===== config.mk =====
export PLATFORM = sky130hd
export DESIGN_NAME = seven_seg_scanner
export DESIGN_NICKNAME = d
export VERILOG_FILES = /design/src/rtl/seven_seg_scanner.sv
export SDC_FILE = /design/constraint.sdc
export NUM_CORES = 1
export LEC_CHECK = 0
export ABC_CLOCK_PERIOD_IN_PS = 4100
export CORE_MARGIN = 4
export CORE_UTILIZATION = 40
export CTS_BUF_LIST = sky130_fd_sc_hd__clkbuf_8 sky130_fd_sc_hd__clkbuf_16
export DETAILED_ROUTE_END_ITERATION = 12
export DONT_BUFFER_PORTS = 1
export PLACE_DENSITY = 0.61
export SLEW_MARGIN = 15
export SYNTH_ARGS = -nofsm -noshare
export SYNTH_HDL_FRONTEND = slang
export SYNTH_SLANG_ARGS = --single-unit

===== constraint.sdc =====
create_clock -name i_mclk -period 4.1 [get_ports i_mclk]
set_input_delay 0.82 -clock i_mclk [delete_from_list [all_inputs] [get_ports i_mclk]]
set_output_delay 0.82 -clock i_mclk [all_outputs]
set_load 0.02 [all_outputs]

===== src/rtl/seven_seg_scanner.sv =====
`default_nettype none
// ============================================================================
//  seven_seg_scanner
//  Drives two multiplexed 4-digit seven-segment displays from a latched
//  32-bit value; optional leading-zero blanking under SEVEN_SEG_LZ_BLANK_EN.
//  Revision: 1.0
// ============================================================================
module seven_seg_scanner #(
  parameter int REFRESH_DIV = 50000,
  parameter int CNT_W       = 16
) (
  input  logic        i_mclk,
  input  logic        i_reset,
  input  logic        i_wr_en,
  input  logic [31:0] i_wr_data,
  input  logic [7:0]  i_dp,
  input  logic        i_blank,
  output logic [7:0]  D0_seg,
  output logic [7:0]  D1_seg,
  output logic [3:0]  D0_a,
  output logic [3:0]  D1_a,
  output logic        o_frame
);

  localparam logic [CNT_W-1:0] c_CNT_MAX = CNT_W'(REFRESH_DIV - 1);

  logic [31:0]      r_disp;
  logic [7:0]       r_dp;
  logic [CNT_W-1:0] r_cnt;
  logic [1:0]       r_idx;
  logic [7:0]       r_seg0;
  logic [7:0]       r_seg1;
  logic [3:0]       r_an;
  logic             r_frame;

  logic             w_tc;
  logic [3:0]       w_nib0;
  logic [3:0]       w_nib1;
  logic [6:0]       w_glyph0;
  logic [6:0]       w_glyph1;

  // Active-low {g,f,e,d,c,b,a} pattern for one hex nibble.
  function automatic logic [6:0] hex7(input logic [3:0] n);
    logic [6:0] g;
    case (n)
      4'h0: g = 7'h40;
      4'h1: g = 7'h79;
      4'h2: g = 7'h24;
      4'h3: g = 7'h30;
      4'h4: g = 7'h19;
      4'h5: g = 7'h12;
      4'h6: g = 7'h02;
      4'h7: g = 7'h78;
      4'h8: g = 7'h00;
      4'h9: g = 7'h10;
      4'hA: g = 7'h08;
      4'hB: g = 7'h03;
      4'hC: g = 7'h46;
      4'hD: g = 7'h21;
      4'hE: g = 7'h06;
      default: g = 7'h0E;
    endcase
    return g;
  endfunction

  assign w_tc   = (r_cnt == c_CNT_MAX);
  assign w_nib0 = r_disp[{r_idx, 2'b00} +: 4];
  assign w_nib1 = r_disp[{1'b1, r_idx, 2'b00} +: 4];

`ifdef SEVEN_SEG_LZ_BLANK_EN
  logic [3:0] w_lz0;
  logic [3:0] w_lz1;

  // Bit k set when nibble k and everything above it in that half is zero.
  always_comb begin
    w_lz0    = 4'b0000;
    w_lz1    = 4'b0000;
    w_lz0[1] = (r_disp[15:4]  == 12'h000);
    w_lz0[2] = (r_disp[15:8]  == 8'h00);
    w_lz0[3] = (r_disp[15:12] == 4'h0);
    w_lz1[1] = (r_disp[31:20] == 12'h000);
    w_lz1[2] = (r_disp[31:24] == 8'h00);
    w_lz1[3] = (r_disp[31:28] == 4'h0);
  end

  assign w_glyph0 = w_lz0[r_idx] ? 7'h7F : hex7(w_nib0);
  assign w_glyph1 = w_lz1[r_idx] ? 7'h7F : hex7(w_nib1);
`else
  assign w_glyph0 = hex7(w_nib0);
  assign w_glyph1 = hex7(w_nib1);
`endif

  always_ff @(posedge i_mclk or posedge i_reset) begin
    if (i_reset) begin
      r_disp <= '0;
      r_dp   <= '0;
    end else if (i_wr_en) begin
      r_disp <= i_wr_data;
      r_dp   <= i_dp;
    end
  end

  always_ff @(posedge i_mclk or posedge i_reset) begin
    if (i_reset) begin
      r_cnt <= '0;
      r_idx <= 2'd0;
    end else if (w_tc) begin
      r_cnt <= '0;
      r_idx <= r_idx + 2'd1;
    end else begin
      r_cnt <= r_cnt + CNT_W'(1);
    end
  end

  // Frame pulse lands in the same cycle the index register reads 0 after 3.
  always_ff @(posedge i_mclk or posedge i_reset) begin
    if (i_reset) begin
      r_seg0  <= 8'hFF;
      r_seg1  <= 8'hFF;
      r_an    <= 4'hF;
      r_frame <= 1'b0;
    end else begin
      r_frame <= w_tc && (r_idx == 2'd3);
      if (i_blank) begin
        r_seg0 <= 8'hFF;
        r_seg1 <= 8'hFF;
        r_an   <= 4'hF;
      end else begin
        r_seg0 <= {~r_dp[{1'b0, r_idx}], w_glyph0};
        r_seg1 <= {~r_dp[{1'b1, r_idx}], w_glyph1};
        r_an   <= ~(4'b0001 << r_idx);
      end
    end
  end

  assign D0_seg  = r_seg0;
  assign D1_seg  = r_seg1;
  assign D0_a    = r_an;
  assign D1_a    = r_an;
  assign o_frame = r_frame;

endmodule
`default_nettype wire


==> flow_summary.ini, run 1 <==
[power]
powerDensity_mw_per_mm2 = 422
ir_drop_uv = 152
p_leak_nw = 1.74

[setup_path]
crit_chain = mux4_1 -> ha_1 -> nor2b_1 -> nor2_1 -> a211o_1
max_stage_delay_ps = 790
cp.required_ps = 4390
cpLargestDelayFamily = multiplexers
slowest_stage = mux4_1
crit_buf_inv = 0
r2r_setup_slack_ps = 1620
cp.arrival_ps = 2770
worstSetupEndpointType = register
path_max_fanout = 13
crit_type = register to register
timing.critical_path.from = r_idx[0]$_DFFE_PP0N_
startpoint_type = register
timing.rr.start = r_idx[0]$_DFFE_PP0N_

[sta]
post-route-period-util_pct = 60.5
skew_ps = 10.2
final.setup.tns_ps = 0
slew_headroom_pct = 43.3
worst_pin_slew_ps = 850
finalHoldViolCount = 0
setup_viol = 0
fmax_ghz = 0.403
period_needed_ps = 2480
rsz0062_at_grt = no
drv_slew = 0

[grt]
grt_use_total_pct = 13.9
grt_first_pass_wirelength_mm = 12.0
grt_remaining_overflow = 0
grt_pass1_vias = 2149
grt_max_degree = 54
antenna_found_initial = 1

[floorplan]
die_h_um = 106
die_w_um = 106
dieArea_mm2 = 0.0112
std_cell_rows = 35
ios = 69
coreArea_mm2 = 0.00928
initial_core_util_pct = 41.2

[placed_design]
portBuffers = 0
gp_congestion = 0.806
placed_cell_area_mm2 = 0.00389
dp.final_hpwl_mm = 5.26

[clocking]
clock_path_buffers = 2
cts_setup_buffers = 0
htree_levels = 3
holdBufCountCts = 0
clock_latency_ps = 360
root_buffer = clkbuf_8
clock_sinks = 79
numCtsBuffers = 9
clk_pin_slew_ps = 90
cts_tree = yes
cts_resized = 0

[yosys]
yosysSeqAreaShare_pct = 52.3
yosysWarnings = 0
ys_ff_latch = 79
avgSynthCellArea_um2 = 13.3
synth_cells = 288
synthFlopType = dfrtp_1
synth_fp_nets = 349
synth_top_area_cell = dfrtp_1
ys_async_sr_fraction_pct = 100
synth.top_cell.area_share_pct = 38.6
synth_area_leaders = dfrtp_1 (39%), dfstp_2 (14%), mux2_2 (13%)
netlist_area_mm2 = 0.00383
ys_types = 40
synth_edf_count = 0

[routing]
postRouteAntennaNets = 0
via_per_inst = 5.11
drt_iter0_drc = 113
num_vias = 2136
drcViolationCount = 0
drt_wl_total_mm = 7.26
drt-pass1-iter-count = 4
routedWlPerCell_um = 17.4

[worst_hold_path]
hold_path.class = input pin to async pin

[layout]
fillers = 861
syn_to_final_growth_pct = 7.45
diodes = 0
final_layout_size_suffix_gt1_share_pct = 31.1
fin_nets = 345
final_area_mm2 = 0.00411

[status]
status = finished clean

[run]
drv_cap = 0
cells by family (layout without fill, tap and decap cells):
group / Yosys count / in the layout / share of synthesized area [%]
multiplexers: 63 / 63 / 21.7
adder cells (fa/ha/maj): 17 / 17 / 5.56
AND/OR/NAND/NOR: 63 / 63 / 8.37
AO/OA/AOI/OAI: 21 / 21 / 4.51
XOR/XNOR: 13 / 13 / 2.97
buffers and inverters: 32 / 33 / 4.58
flip-flops: 79 / 79 / 52.3
where the power goes:
group	leakage (nW)	total, mW	internal, mW	switching [mW]
clock network	0.110	0.658	0.349	0.309
logic	0.697	0.172	0.0867	0.0857
registers	0.930	0.905	0.853	0.0522
cell usage after synthesis (2+ instances only):
| library cell | number |
|---|---|
| buf_6 | 5 |
| nand4_1 | 4 |
| nand2b_1 | 6 |
| mux2_2 | 43 |
| o31ai_1 | 2 |
| buf_4 | 4 |
| o311ai_1 | 2 |
| nor2b_1 | 3 |
| nand3_1 | 5 |
| a21oi_1 | 3 |
| ha_1 | 17 |
| mux2i_1 | 8 |
| a221o_1 | 3 |
| buf_1 | 3 |
| mux4_1 | 5 |
| mux2_1 | 2 |
| nor3_1 | 5 |
| buf_2 | 2 |
| mux4_2 | 5 |
| nor4_1 | 4 |
| xor2_1 | 6 |
| inv_1 | 15 |
| o311ai_2 | 2 |
| dfstp_2 | 20 |
| a31oi_1 | 3 |
| dfrtp_1 | 59 |
| o21ai_0 | 2 |
| clkbuf_1 | 3 |
| xnor2_1 | 7 |
| nand2_1 | 8 |
| nor2_1 | 22 |
| a211o_1 | 2 |
worst register-to-register path: stages (launching register included):
cell     delay (ps)
dfrtp_1         770
mux4_1          800
ha_1            310
nor2b_1         180
nor2_1           70
a211o_1         290
cell usage in the layout, fill, tap and decap left out, drive strengths merged, types with 6 or more instances in the layout:
master / netlist / routed
xnor2: 7 / 7
clkbuf: 3 / 9
inv: 15 / 16
dfstp: 20 / 20
mux4: 10 / 10
nor2: 22 / 22
nand2: 8 / 8
dfrtp: 59 / 59
nand2b: 6 / 6
mux2i: 8 / 8
xor2: 6 / 6
ha: 17 / 17
mux2: 45 / 45
metrics by stage:
| step | cells | utilization, % | hold slack, ps | total power, mW | setup WS, ps |
|---|---|---|---|---|---|
| 5_1_grt | 418 | 44.3 | 521 | 1.82 | 1430 |
| 3_3_place_gp | 402 | 41.9 | 471 | 1.09 | 1690 |
| 2_1_floorplan | 288 | - | 448 | 1.07 | 1290 |
| 3_5_place_dp | 402 | 41.9 | 474 | 1.10 | 1610 |
| 6_report | 418 | 44.3 | 482 | 1.74 | 1620 |
| 4_1_cts | 418 | 44.3 | 486 | 1.75 | 1590 |
layout make-up:
class / count / area, µm² / area share [%]
sequential: 79 / 2000 / 48.7
multi-input combinational: 177 / 1650 / 40.1
tap: 129 / 161 / 3.92
clock buffer: 9 / 124 / 3.01
clock inverter: 7 / 103 / 2.49
inverter: 15 / 57.6 / 1.40
timing repair buffer: 2 / 15.0 / 0.365
registers in the layout, summed over array words and instances (netlist names):
signal   flops
D0_a         4
D0_seg       8
D1_seg       8
o_frame      1
r_cnt       16
r_disp      32
r_dp         8
r_idx        2
path summary, 6_finish.rpt:
path,endpoint,cells past startpoint
min in group i_mclk,r_cnt[0]$_DFF_PP0_,1
max in group asynchronous,D0_seg[7]$_DFF_PP1_,2
worst min-delay path,r_disp[20]$_DFFE_PP0P_,1
worst min register to register,r_cnt[0]$_DFF_PP0_,1
worst max-delay path,D1_seg[0]$_DFF_PP1_,5
worst max register to register,D1_seg[0]$_DFF_PP1_,5
per-layer routing:
layer	vias to the layer above	wire [µm]	part of all wire, %	GRT usage (%)
met2	55	3190	44	19.5
li1	1021	-	-	-
met5	-	20	0.28	0
met1	1047	3350	46	18.7
met4	2	138	1.9	5.83
met3	11	561	7.7	6.18
(Power assumes the default switching activity.)
==> run 2, diff against run 1 <==
ABC_AREA = 1   (was unset)
ABC_CLOCK_PERIOD_IN_PS = 2600   (was 4100)
clock period = 2.6 ns   (was 4.1 ns; I/O delays follow)
==> run 2 against run 1 <==
Hold slack got worse by 360 ps. Clock skew is 0.88 ps higher. Worst setup slack worse by 890 ps. Critical endpoint is now D0_seg[0]$_DFF_PP1_. Highest routed layer unchanged.
==> flow_summary.ini, run 2 <==
[power]
finalPower_mw = 2.81
seqPwrFrac_pct = 50.6
p_clk_share_pct = 39.6
p_leak_nw = 2.12
p_sw_share_pct = 24.8
ir_drop_uv = 358
intPower_mw = 2.11
p_sw_mw = 0.696
powerDensity_mw_per_mm2 = 647
p_comb_share_pct = 9.8

[placed_design]
portBuffers = 0
placed_cell_area_mm2 = 0.00410
dp.final_hpwl_mm = 6.15
dpl.cell_count = 574
preCtsSetupSlack_ps = 794
gp_congestion = 0.841

[floorplan]
die_h_um = 108
initial_core_util_pct = 41.0
ios = 69
coreArea_mm2 = 0.00973
std_cell_rows = 36
die_w_um = 108
dieArea_mm2 = 0.0116

[sta]
skew_ps = 11.1
slew_headroom_pct = 53.6
final.setup.tns_ps = 0
setup_ws_ps = 732
finalHoldViolCount = 0
worst_pin_slew_ps = 695
drv_slew = 0
timing.hold.ws_ps = 121
setup_viol = 0
period_needed_ps = 1870
rsz0062_at_grt = no
fmax_ghz = 0.535
post-route-period-util_pct = 71.8

[setup_path]
crit_chain = inv_2 -> nand2_1 -> nand3_1 -> nand2_1 -> inv_1 -> ha_1 -> inv_1 -> nand2_1 -> nand3_1 -> nand3_1
cp.required_ps = 2890
cpLargestDelayFamily = simple AND/OR/NAND/NOR gates
startpoint_type = register
worstSetupEndpointType = register
slowest_stage = dfrtp_1
cp.arrival_ps = 2160
max_stage_delay_ps = 390
path_max_fanout = 23
crit_buf_inv = 3
crit_type = register to register

[yosys]
synthFlopType = dfrtp_1
ys_ff_latch = 79
synth-compound-area-share_pct = 3.26
synth_cells = 455
synth_edf_count = 0
yosysSeqAreaShare_pct = 50.2
synthXorXnorAreaFrac_pct = 1.54
synth_most_common_cell = nand2_1
synth.top_cell.area_share_pct = 37.0
synth_area_leaders = dfrtp_1 (37%), dfstp_2 (13%), nand2_1 (12%)
synth_common_cells = nand2_1 (131), nand3_1 (60), dfrtp_1 (59), inv_1 (47), nor2_1 (32)
synthAdderAreaFrac_pct = 5.33
netlist_area_mm2 = 0.00399
synth_top_family_by_area = simple AND/OR/NAND/NOR gates
synth_mux_area_share_pct = 7.90
synth_fp_nets = 516
ys_types = 22
synth_top_area_cell = dfrtp_1
synth_simple_gate_area_share_pct = 24.7
ys_async_sr_fraction_pct = 100
avgSynthCellArea_um2 = 8.77
yosysWarnings = 0

[clocking]
cts_resized = 0
clock_latency_ps = 360
clock_path_buffers = 2
cts_tree = yes
holdBufCountCts = 0
cts_setup_buffers = 0
root_buffer = clkbuf_8
clk_pin_slew_ps = 80
clock_sinks = 79
numCtsBuffers = 9
htree_levels = 3

[worst_hold_path]
hold_path.class = input pin to async pin

[layout]
largest-register = r_disp
fin_nets = 513
layout_common_cells = nand2_1 (131), nand3_1 (60), dfrtp_1 (59)
reg.largest.list = r_disp (32), r_cnt (16)
stdcell_count = 591
final_area_mm2 = 0.00434
syn_to_final_growth_pct = 8.81
utilization_pct = 44.6
largest_register_ffs = 32
final_layout_size_suffix_gt1_share_pct = 16.4
final_common_cell = nand2_1

[routing]
drt-pass1-iter-count = 4
drcViolationCount = 0
via_per_inst = 4.96
num_vias = 2929
postRouteAntennaNets = 0
routedWlPerCell_um = 14.3
drt_wl_total_mm = 8.48
drt_iter0_drc = 134

[grt]
met2_usage_pct = 24.5
grt_pass1_vias = 2862
grt_util_met3_pct = 6.18
grt_remaining_overflow = 0
grt_max_degree = 53
grt_use_total_pct = 16.0
grt_use_met1_pct = 20.4
grt_first_pass_wirelength_mm = 14.4
top_usage_layer = met2
antenna_found_initial = 2

[run]
drv_cap = 0

[status]
status = finished clean
[run 2: final timing paths]
path	start	endpoint	slack [ps]	depth (start not counted)
min in group i_mclk	i_blank	D1_seg[1]$_DFF_PP1_	250	2
min reg2reg	r_cnt[0]$_DFF_PP0_	r_cnt[0]$_DFF_PP0_	470	1
min	i_reset	r_disp[10]$_DFFE_PP0P_	120	1
max reg2reg	r_idx[0]$_DFFE_PP0N_	D0_seg[0]$_DFF_PP1_	730	10
max	r_idx[0]$_DFFE_PP0N_	D0_seg[0]$_DFF_PP1_	730	10
max in group asynchronous	i_reset	D0_seg[7]$_DFF_PP1_	1770	2
[run 2: layout make-up]
type                    count  area (µm²)
repair buffers              3        35.0
clock buffers              10         138
inverters                  49         185
clock inverters             6         108
fillers                   985        5390
well taps                 133         166
diodes                      1        2.50
multi-input cells         310        1710
flip-flops and latches     79        2000
[run 2: cell families (layout without fill, tap and decap cells)]
group | after synthesis | after routing
simple gates | 233 | 233
flops | 79 | 79
buf+inv | 66 | 68
mux | 28 | 28
compound gates | 25 | 25
fa+ha+maj | 17 | 17
xor+xnor | 7 | 7
other cells | 0 | 1
[run 2: layer usage]
| layer | wire length [µm] | up-vias |
|---|---|---|
| li1 | - | 1441 |
| met3 | 584 | 17 |
| met2 | 3950 | 72 |
| met1 | 3790 | 1397 |
| met4 | 148 | 2 |
| met5 | 11 | - |
[run 2: power by group through the flow]
stage	sequential (mW)	combinational, mW	clock (mW)
6_report	1.42	0.275	1.11
5_1_grt	1.43	0.322	1.21
4_1_cts	1.42	0.278	1.15
3_5_place_dp	1.45	0.276	0
3_3_place_gp	1.45	0.270	0
2_1_floorplan	1.43	0.236	0
